`config.mk`:
```
export PLATFORM = sky130hd
export DESIGN_NAME = ip_tile_alu_cmd_sequencer
export DESIGN_NICKNAME = d
export VERILOG_FILES = /design/src/rtl/ip_tile_alu_pkg.sv /design/src/rtl/ip_tile_alu_cmd_fifo.sv /design/src/rtl/ip_tile_alu_cmd_sequencer.sv
export SDC_FILE = /design/constraint.sdc
export NUM_CORES = 1
export LEC_CHECK = 0
export BUFFER_PORTS_ARGS = -buffer_cell sky130_fd_sc_hd__buf_2
export CAP_MARGIN = 10
export CORE_UTILIZATION = 34
export DETAILED_ROUTE_END_ITERATION = 10
export PLACE_DENSITY = 0.61
export SLEW_MARGIN = 20
export SYNTH_ARGS = -nofsm -noshare
export SYNTH_HDL_FRONTEND = slang
export SYNTH_HIERARCHICAL = 1
export SYNTH_SLANG_ARGS = --single-unit
```
`constraint.sdc`:
```
create_clock -name clk -period 3.7 [get_ports clk]
set_input_delay 0.37 -clock clk [delete_from_list [all_inputs] [get_ports clk]]
set_output_delay 0.37 -clock clk [all_outputs]
set_load 0.05 [all_outputs]
```
`src/rtl/ip_tile_alu_pkg.sv`:
```
// Shared types and register-packing helpers for the ALU tile command path.
package ip_tile_alu_pkg;

    typedef enum logic [3:0] {
        ADD  = 4'd0,
        SUB  = 4'd1,
        MUL  = 4'd2,
        DIV  = 4'd3,
        AND  = 4'd4,
        OR   = 4'd5,
        NOT  = 4'd6,
        XOR  = 4'd7,
        XNOR = 4'd8,
        SHL  = 4'd9,
        SHR  = 4'd10,
        INC  = 4'd11,
        DEC  = 4'd12,
        ISUB = 4'd13,
        ASRA = 4'd14,
        ASRB = 4'd15
    } alu_op_e;

    localparam int OPCODE_MSB = 31;
    localparam int OPCODE_LSB = 28;
    localparam int OPERAND_W  = 8;
    localparam int ALU_REG_W  = 32;

    typedef enum logic [1:0] {
        IDLE = 2'd0,
        WAIT = 2'd1,
        RESP = 2'd2
    } seq_state_e;

    // Register A carries the opcode in the top nibble and operand A in the low byte.
    function automatic logic [ALU_REG_W-1:0] pack_reg_a(input logic [3:0]           op,
                                                        input logic [OPERAND_W-1:0] a);
        logic [ALU_REG_W-1:0] r;
        r = '0;
        r[OPCODE_MSB:OPCODE_LSB] = op;
        r[OPERAND_W-1:0]         = a;
        return r;
    endfunction

    // Register B carries only operand B in the low byte.
    function automatic logic [ALU_REG_W-1:0] pack_reg_b(input logic [OPERAND_W-1:0] b);
        logic [ALU_REG_W-1:0] r;
        r = '0;
        r[OPERAND_W-1:0] = b;
        return r;
    endfunction

endpackage

```
`src/rtl/ip_tile_alu_cmd_fifo.sv`:
```
// Small synchronous FIFO holding packed {opcode, a, b, tag} commands.
module ip_tile_alu_cmd_fifo #(
    parameter int DEPTH = 4,
    parameter int WIDTH = 24
) (
    input  logic             clk,
    input  logic             arst_n,
    input  logic             push,
    input  logic [WIDTH-1:0] din,
    input  logic             pop,
    output logic [WIDTH-1:0] dout,
    output logic             full,
    output logic             empty
);

    localparam int PTR_W = $clog2(DEPTH);
    localparam int CNT_W = PTR_W + 1;

    logic [WIDTH-1:0] mem_q [DEPTH];
    logic [WIDTH-1:0] mem_d [DEPTH];
    logic [PTR_W-1:0] wr_ptr_q, wr_ptr_d;
    logic [PTR_W-1:0] rd_ptr_q, rd_ptr_d;
    logic [CNT_W-1:0] count_q, count_d;
    logic             push_ok;
    logic             pop_ok;

    // Flags come from registered occupancy only, so a pop never frees a slot for a same-cycle push.
    assign full    = (count_q == CNT_W'(DEPTH));
    assign empty   = (count_q == '0);
    assign dout    = mem_q[rd_ptr_q];
    assign push_ok = push && !full;
    assign pop_ok  = pop && !empty;

    // Next-state for storage, pointers and occupancy.
    always_comb begin
        mem_d    = mem_q;
        wr_ptr_d = wr_ptr_q;
        rd_ptr_d = rd_ptr_q;
        count_d  = count_q;
        if (push_ok) begin
            mem_d[wr_ptr_q] = din;
            wr_ptr_d        = wr_ptr_q + PTR_W'(1);
        end
        if (pop_ok) begin
            rd_ptr_d = rd_ptr_q + PTR_W'(1);
        end
        case ({push_ok, pop_ok})
            2'b10:   count_d = count_q + CNT_W'(1);
            2'b01:   count_d = count_q - CNT_W'(1);
            default: count_d = count_q;
        endcase
    end

    // State registers; reset empties the FIFO and clears stored entries.
    always_ff @(posedge clk) begin
        if (!arst_n) begin
            for (int i = 0; i < DEPTH; i++) begin
                mem_q[i] <= '0;
            end
            wr_ptr_q <= '0;
            rd_ptr_q <= '0;
            count_q  <= '0;
        end else begin
            mem_q    <= mem_d;
            wr_ptr_q <= wr_ptr_d;
            rd_ptr_q <= rd_ptr_d;
            count_q  <= count_d;
        end
    end

endmodule

```
`src/rtl/ip_tile_alu_cmd_sequencer.sv`:
```
// Command sequencer feeding ip_tile_alu_8bit_16op: buffers commands, issues one at a
// time into data_reg_a/b, waits the ALU latency, and returns data_reg_c with its tag.
module ip_tile_alu_cmd_sequencer
    import ip_tile_alu_pkg::*;
#(
    parameter int FIFO_DEPTH  = 4,
    parameter int ALU_LATENCY = 1,
    parameter int TAG_WIDTH   = 4,
    parameter int REG_WIDTH   = 32
) (
    input  logic                 clk,
    input  logic                 arst_n,
    input  logic                 cmd_valid,
    output logic                 cmd_ready,
    input  logic [3:0]           cmd_opcode,
    input  logic [7:0]           cmd_a,
    input  logic [7:0]           cmd_b,
    input  logic [TAG_WIDTH-1:0] cmd_tag,
    output logic [REG_WIDTH-1:0] data_reg_a,
    output logic [REG_WIDTH-1:0] data_reg_b,
    input  logic [REG_WIDTH-1:0] data_reg_c,
    output logic                 res_valid,
    input  logic                 res_ready,
    output logic [REG_WIDTH-1:0] res_data,
    output logic [TAG_WIDTH-1:0] res_tag,
    output logic                 busy,
    output logic [7:0]           issued_count
);

    localparam int ENTRY_W = 4 + 2 * OPERAND_W + TAG_WIDTH;
    localparam int CNT_W   = (ALU_LATENCY < 2) ? 1 : $clog2(ALU_LATENCY + 1);

    logic [ENTRY_W-1:0]   fifo_din;
    logic [ENTRY_W-1:0]   fifo_dout;
    logic                 fifo_full;
    logic                 fifo_empty;
    logic                 fifo_push;
    logic                 fifo_pop;

    logic [3:0]           head_op;
    logic [7:0]           head_a;
    logic [7:0]           head_b;
    logic [TAG_WIDTH-1:0] head_tag;

    seq_state_e           state_q, state_d;
    logic [CNT_W-1:0]     wait_cnt_q, wait_cnt_d;
    logic [REG_WIDTH-1:0] data_reg_a_q, data_reg_a_d;
    logic [REG_WIDTH-1:0] data_reg_b_q, data_reg_b_d;
    logic                 res_valid_q, res_valid_d;
    logic [REG_WIDTH-1:0] res_data_q, res_data_d;
    logic [TAG_WIDTH-1:0] res_tag_q, res_tag_d;
    logic [7:0]           issued_count_q, issued_count_d;

    // cmd_ready is forced low while reset is asserted so nothing is taken during reset.
    assign cmd_ready = arst_n && !fifo_full;
    assign fifo_push = cmd_valid && cmd_ready;
    assign fifo_din  = {cmd_opcode, cmd_a, cmd_b, cmd_tag};

    assign head_op  = fifo_dout[ENTRY_W-1 -: 4];
    assign head_a   = fifo_dout[TAG_WIDTH + OPERAND_W +: OPERAND_W];
    assign head_b   = fifo_dout[TAG_WIDTH +: OPERAND_W];
    assign head_tag = fifo_dout[TAG_WIDTH-1:0];

    ip_tile_alu_cmd_fifo #(
        .DEPTH (FIFO_DEPTH),
        .WIDTH (ENTRY_W)
    ) u_cmd_fifo (
        .clk    (clk),
        .arst_n (arst_n),
        .push   (fifo_push),
        .din    (fifo_din),
        .pop    (fifo_pop),
        .dout   (fifo_dout),
        .full   (fifo_full),
        .empty  (fifo_empty)
    );

    // Sequencer next-state: issue from IDLE, count down the ALU latency, hold the result until taken.
    always_comb begin
        state_d        = state_q;
        wait_cnt_d     = wait_cnt_q;
        data_reg_a_d   = data_reg_a_q;
        data_reg_b_d   = data_reg_b_q;
        res_valid_d    = res_valid_q;
        res_data_d     = res_data_q;
        res_tag_d      = res_tag_q;
        issued_count_d = issued_count_q;
        fifo_pop       = 1'b0;
        case (state_q)
            IDLE: begin
                if (!fifo_empty) begin
                    fifo_pop       = 1'b1;
                    data_reg_a_d   = REG_WIDTH'(pack_reg_a(head_op, head_a));
                    data_reg_b_d   = REG_WIDTH'(pack_reg_b(head_b));
                    res_tag_d      = head_tag;
                    wait_cnt_d     = CNT_W'(ALU_LATENCY);
                    issued_count_d = issued_count_q + 8'd1;
                    state_d        = WAIT;
                end
            end
            WAIT: begin
                if (wait_cnt_q == '0) begin
                    res_data_d  = data_reg_c;
                    res_valid_d = 1'b1;
                    state_d     = RESP;
                end else begin
                    wait_cnt_d = wait_cnt_q - CNT_W'(1);
                end
            end
            RESP: begin
                if (res_ready) begin
                    res_valid_d = 1'b0;
                    state_d     = IDLE;
                end
            end
            default: begin
                state_d = IDLE;
            end
        endcase
    end

    // Registered sequencer state and outputs; reset drops any in-flight command.
    always_ff @(posedge clk) begin
        if (!arst_n) begin
            state_q        <= IDLE;
            wait_cnt_q     <= '0;
            data_reg_a_q   <= '0;
            data_reg_b_q   <= '0;
            res_valid_q    <= 1'b0;
            res_data_q     <= '0;
            res_tag_q      <= '0;
            issued_count_q <= '0;
        end else begin
            state_q        <= state_d;
            wait_cnt_q     <= wait_cnt_d;
            data_reg_a_q   <= data_reg_a_d;
            data_reg_b_q   <= data_reg_b_d;
            res_valid_q    <= res_valid_d;
            res_data_q     <= res_data_d;
            res_tag_q      <= res_tag_d;
            issued_count_q <= issued_count_d;
        end
    end

    assign data_reg_a   = data_reg_a_q;
    assign data_reg_b   = data_reg_b_q;
    assign res_valid    = res_valid_q;
    assign res_data     = res_data_q;
    assign res_tag      = res_tag_q;
    assign issued_count = issued_count_q;
    assign busy         = (state_q != IDLE) || !fifo_empty;

endmodule

```
Word-level counts from Yosys, hierarchy flattened
Index checks and enable logic that the tools add are counted.
W data, S select, Z words.
- flip-flop bits (word level): 171
- input bits: 60
- word-level logic and storage cells: 74
- order comparisons: 3
- reductions and logical operators: 19
- muxes and demuxes: 19
- eq/ne operators: 8
- add/sub/neg operators: 6
- bitwise gates (word level): 4
- operator list (kind ; number):
    $bwmux W96 ; 1
    $mux W24 ; 3
    $bmux W24 S2 ; 1
    $demux W24 S2 ; 1
    $add A8 B1 Y8 const B ; 1
    $reduce_bool A2 Y1 ; 4
    $ge A3 B3 Y1 const B ; 2
    $mux W1 ; 6
    $mux W2 ; 3
    $ne A2 B2 Y1 const B ; 3
    $not A2 Y3 ; 2
    $pmux W2 S3 ; 1
    $pmux W3 S2 ; 1
    $reduce_and A2 Y1 ; 3
    $reduce_and A3 Y1 ; 2
    $logic_and A1 B1 Y1 ; 5
    $add A2 B1 Y2 const B ; 2
    $eq A2 B1 Y1 const B ; 2
    $eq A2 B2 Y1 const B ; 2
    $pmux W1 S2 ; 2
    $add A3 B1 Y3 const B ; 1
    $eq A3 B3 Y1 const B ; 1
    $logic_not A3 Y1 ; 1
    $lt A3 B1 Y1 const B ; 1
    other kinds (6) ; 8

Longest topological paths before layout
- depth after elaboration: 7
- mapped depth: 12

Modules after synthesis
Netlist, hierarchy kept.
- modules (own cells, without submodules) (module ; instances ; area an instance (µm²) ; cells each):
    ip_tile_alu_cmd_fifo ; 1 ; 4496.8 ; 417
    ip_tile_alu_cmd_sequencer ; 1 ; 2772.7 ; 353

Worst setup path after synthesis
Ideal clock, no wire load.
- path kind: register to register
- start: register u_cmd_fifo.count_q[0]
- end: register u_cmd_fifo.count_q[2]
- setup slack: 886 ps
- buffers on the path: 0
- data arrival time: 2739 ps
- stages on the path, launching flop included: 12
- setup time: 76 ps
- data required time: 3624 ps
- path through: dfxtp_1 nor3b_2 nor2_1 and2_1 and2b_1 inv_1 ha_1 inv_1 fa_1 xor2_1 or3_1 a21boi_0
- longest elaborated chain between the ends: 7
- elaborated cells on any way between the ends: 16
- ends and longest elaborated chain (element ; RTL line ; source):
    start, declared ; ip_tile_alu_cmd_fifo.sv:23 ; logic [CNT_W-1:0] count_q, count_d;
    start signal, assigned ; ip_tile_alu_cmd_fifo.sv:67 ; count_q <= count_d;
    $eq A3 B3 Y1 * ; ip_tile_alu_cmd_fifo.sv:28 ; assign full = (count_q == CNT_W'(DEPTH));
    via fifo_full ; ip_tile_alu_cmd_sequencer.sv:35 ; logic fifo_full;
    $logic_not A1 Y1 * ; ip_tile_alu_cmd_sequencer.sv:55 ; assign cmd_ready = arst_n && !fifo_full;
    $logic_and A1 B1 Y1 * ; ip_tile_alu_cmd_sequencer.sv:55 ;
    via cmd_ready ; ip_tile_alu_cmd_sequencer.sv:14 ; output logic cmd_ready,
    $logic_and A1 B1 Y1 * ; ip_tile_alu_cmd_sequencer.sv:56 ; assign fifo_push = cmd_valid && cmd_ready;
    via fifo_push ; ip_tile_alu_cmd_sequencer.sv:37 ; logic fifo_push;
    $logic_and A1 B1 Y1 * ; ip_tile_alu_cmd_fifo.sv:31 ; assign push_ok = push && !full;
    $eq A2 B1 Y1 or $eq A2 B2 Y1 (tied branches) ; ip_tile_alu_cmd_fifo.sv:47 ; case ({push_ok, pop_ok})
    $pmux W3 S2 or $reduce_bool A2 Y1 (tied branches) ; -- ;
The timed path passes the listed nets; every way through them passes the cells marked *.
A chain may end at the register's enable or synchronous reset.

Worst setup path in the final report
- start: register u_cmd_fifo.count_q[0]
- end: register u_cmd_fifo.count_q[2]
- longest elaborated chain between the ends: 7
- elaborated cells on any way between the ends: 16
- ends and longest elaborated chain (element ; RTL line):
    $eq A3 B3 Y1 * ; ip_tile_alu_cmd_fifo.sv:28
    via fifo_full ; ip_tile_alu_cmd_sequencer.sv:35
    $logic_not A1 Y1 * ; ip_tile_alu_cmd_sequencer.sv:55
    $logic_and A1 B1 Y1 * ; ip_tile_alu_cmd_sequencer.sv:55
    $logic_and A1 B1 Y1 * ; ip_tile_alu_cmd_sequencer.sv:56
    via fifo_push ; ip_tile_alu_cmd_sequencer.sv:37
    $logic_and A1 B1 Y1 * ; ip_tile_alu_cmd_fifo.sv:31
    $eq A2 B1 Y1 or $eq A2 B2 Y1 (tied branches) ; ip_tile_alu_cmd_fifo.sv:47
    $pmux W3 S2 or $reduce_bool A2 Y1 (tied branches) ; --
Marked as above.

==> reports/qor.csv <==
metric;value;unit
worstPathRequired;4.05;ns
yosys_warnings;6;
fin_tns_setup;0;ns
ios;171;
ys_seq_area_share;47.1;%
grt_max_degree;68;
yosysTopAreaCell;dfxtp_1;
ir_drop;0.000291;V
dp.cells;1137;
die_w;148;microns
place_hpwl;11400;microns
slew_viol_final;0;
fin_crit_sh;72.8;%
viasPerCell;4.60;
synth_area;0.00727;sq mm
grt-ovfl-total;0;
cts_root_buffer;clkbuf_16;
outcome;complete, no violations;
hp-class;input pin to flop;
ant_nets;0;
ctsHoldBuffers;0;
synth_top_area_share;47.1;%
powerDensity;618;mW/mm^2
fp.coreArea;0.0210;sq mm
syn_to_final_growth;18.0;%
max_freq;371;MHz
whs;0.174;ns
rows;53;
n_fill_cell;2101;
maxSlewHeadroom;44.3;%
synthTopCellsByArea;dfxtp_1, mux2i_1, nand2_1;
dieArea;0.0220;sq mm
port_buffers;126;
synth_cells;770;
design_area;0.00858;sq mm
pre_cts_ws;1.01;ns
startpoint_type;flop;
first_pass_iters;6;
drt_iter0_markers;202;
cts_sinks;171;
setup_viol;0;
start_util;34.6;%
grt_antenna_before_repair;3;
crit_arrival;3.05;ns
final_nets;948;
rsz0062_at_grt;no;
cap_violations;0;
synth-seq-cells;171;
gp_congestion;0.720;
drt_wl_total;16600;microns
place_area;0.00797;sq mm
rrSetupSlack;1.01;ns
path_max_fanout;6;
finalWorstSetupSlack;1.01;ns
cts_tree;done;
p_leak;3.33;nW
path_clk_slew;0.07;ns
syn_area_per_cell;9.44;sq um
path_class;flop to flop;
vias;5384;
cts_resized;0;
ys_types;40;
grtUsageTotal;15.5;%
clockBufferDepth;2;
end_kind;flop;
grt_pass1_wl;26400;microns
stdcell_count;1171;
grt_pass1_vias;5039;
drt-wirelength-per-cell;14.2;microns
cts_setup_buffers;0;
insertion_delay;0.42;ns
period_needed;2.69;ns
max_slew.worst_pin.slew;0.834;ns
finClkSkew;0.00883;ns
hold_viol_final;0;
die_y;148;microns
drive_gt1_share;23.0;%
htreeDepth;4;
cts-buffers-inserted;17;
drc;0;
[final cells by class]
cell class | instances | area (sq um) | share of cell area [%]
tap | 275 | 344 | 4.01
antenna | 2 | 5.00 | 0.0583
sequential | 171 | 3420 | 39.9
inverter | 13 | 48.8 | 0.569
timing repair buffer | 141 | 771 | 8.98
multi-input combinational | 537 | 3380 | 39.4
clock inverter | 13 | 154 | 1.79
clock buffer | 19 | 453 | 5.28
[where the power goes]
group	switching (mW)	internal, mW	total (mW)
clock	0.772	1.05	1.82
combinational	1.03	0.344	1.38
sequential	0.107	2.00	2.11
total	1.91	3.39	5.31
[cell usage after synthesis]
cell type	number
a2111oi_0	1
a21oi_1	63
nor3_1	1
nand3_1	2
clkbuf_1	30
nand2_1	249
or3_1	6
xnor2_1	2
nand2b_1	1
or4bb_1	1
fa_1	1
mux2i_1	99
and2_1	3
nor3b_1	1
buf_2	9
nor3b_2	1
nor2_2	4
dfxtp_1	171
a21boi_0	2
ha_1	6
or4_1	2
o21ai_0	9
or3b_2	1
conb_1	1
nand4b_1	1
a31oi_1	1
mux4_2	24
buf_1	1
nor2_1	3
nor4_1	1
or2_0	1
inv_1	12
buf_6	8
nor2b_1	2
o31ai_1	2
and2b_1	1
buf_4	44
xor2_1	1
inv_2	1
a221oi_1	1
[layout by cell type, fill, tap and decap left out, types with 3 or more instances in the layout]
cell,count
nor2_1,3
dfxtp_1,171
o21ai_0,9
buf_4,14
nor2_2,4
inv_8,3
mux2i_1,99
inv_1,11
clkbuf_16,17
conb_1,44
ha_1,6
buf_2,125
a21oi_1,63
and2_1,3
nand2_1,249
mux4_2,24
inv_6,3
or3_1,6
[final timing paths]
kind,to,start,cells past startpoint
min,res_data[9],data_reg_c[9],3
max reg2reg,u_cmd_fifo/count_q[2],u_cmd_fifo/count_q[0],11
min reg2reg,res_tag[2],res_tag[2],2
max,u_cmd_fifo/count_q[2],u_cmd_fifo/count_q[0],11
[sequential cells by signal (all words and copies together) (netlist names)]
name and count:
data_reg_a 12, u_cmd_fifo/wr_ptr_q 2, wait_cnt_q 1, u_cmd_fifo/count_q 3, issued_count 8, data_reg_b 8
state_q 2, u_cmd_fifo/mem_q 96, res_valid 1, u_cmd_fifo/rd_ptr_q 2, res_tag 4, res_data 32
[metal layers]
metal	up-vias	share of wire, %	GRT usage (%)
met5	-	0.078	0
met4	2	1.1	4.48
met3	16	6.2	5.09
met2	158	45	24.8
met1	2501	48	19.9
li1	2707	-	-
[kinds of logic after synthesis]
| group | synth area share [%] |
|---|---|
| AO/OA/AOI/OAI | 5.70 |
| XOR/XNOR | 0.362 |
| adder cells (fa/ha/maj) | 1.31 |
| buffers and inverters | 8.67 |
| flip-flops | 47.1 |
| multiplexers | 21.1 |
| other | 0.0516 |
| AND/OR/NAND/NOR | 15.7 |
[per-stage QoR]
step	utilization (%)	total power, mW
global route	40.8	5.59
finish	40.8	5.31
floorplan	-	3.24
global placement	37.9	3.54
detailed placement	37.9	3.55
CTS	40.8	5.38
[worst max-delay path, stage by stage, from the launching register on]
cell and delay, ns:
dfxtp_1 0.35, nor3b_2 0.45, nor2_1 0.10, and2_1 0.22
and2b_1 0.21, inv_1 0.07, ha_1 0.18, inv_1 0.06
fa_1 0.38, xor2_1 0.16, or3_1 0.30, a21boi_0 0.15
No activity file was read; power rests on OpenSTA's default activity.
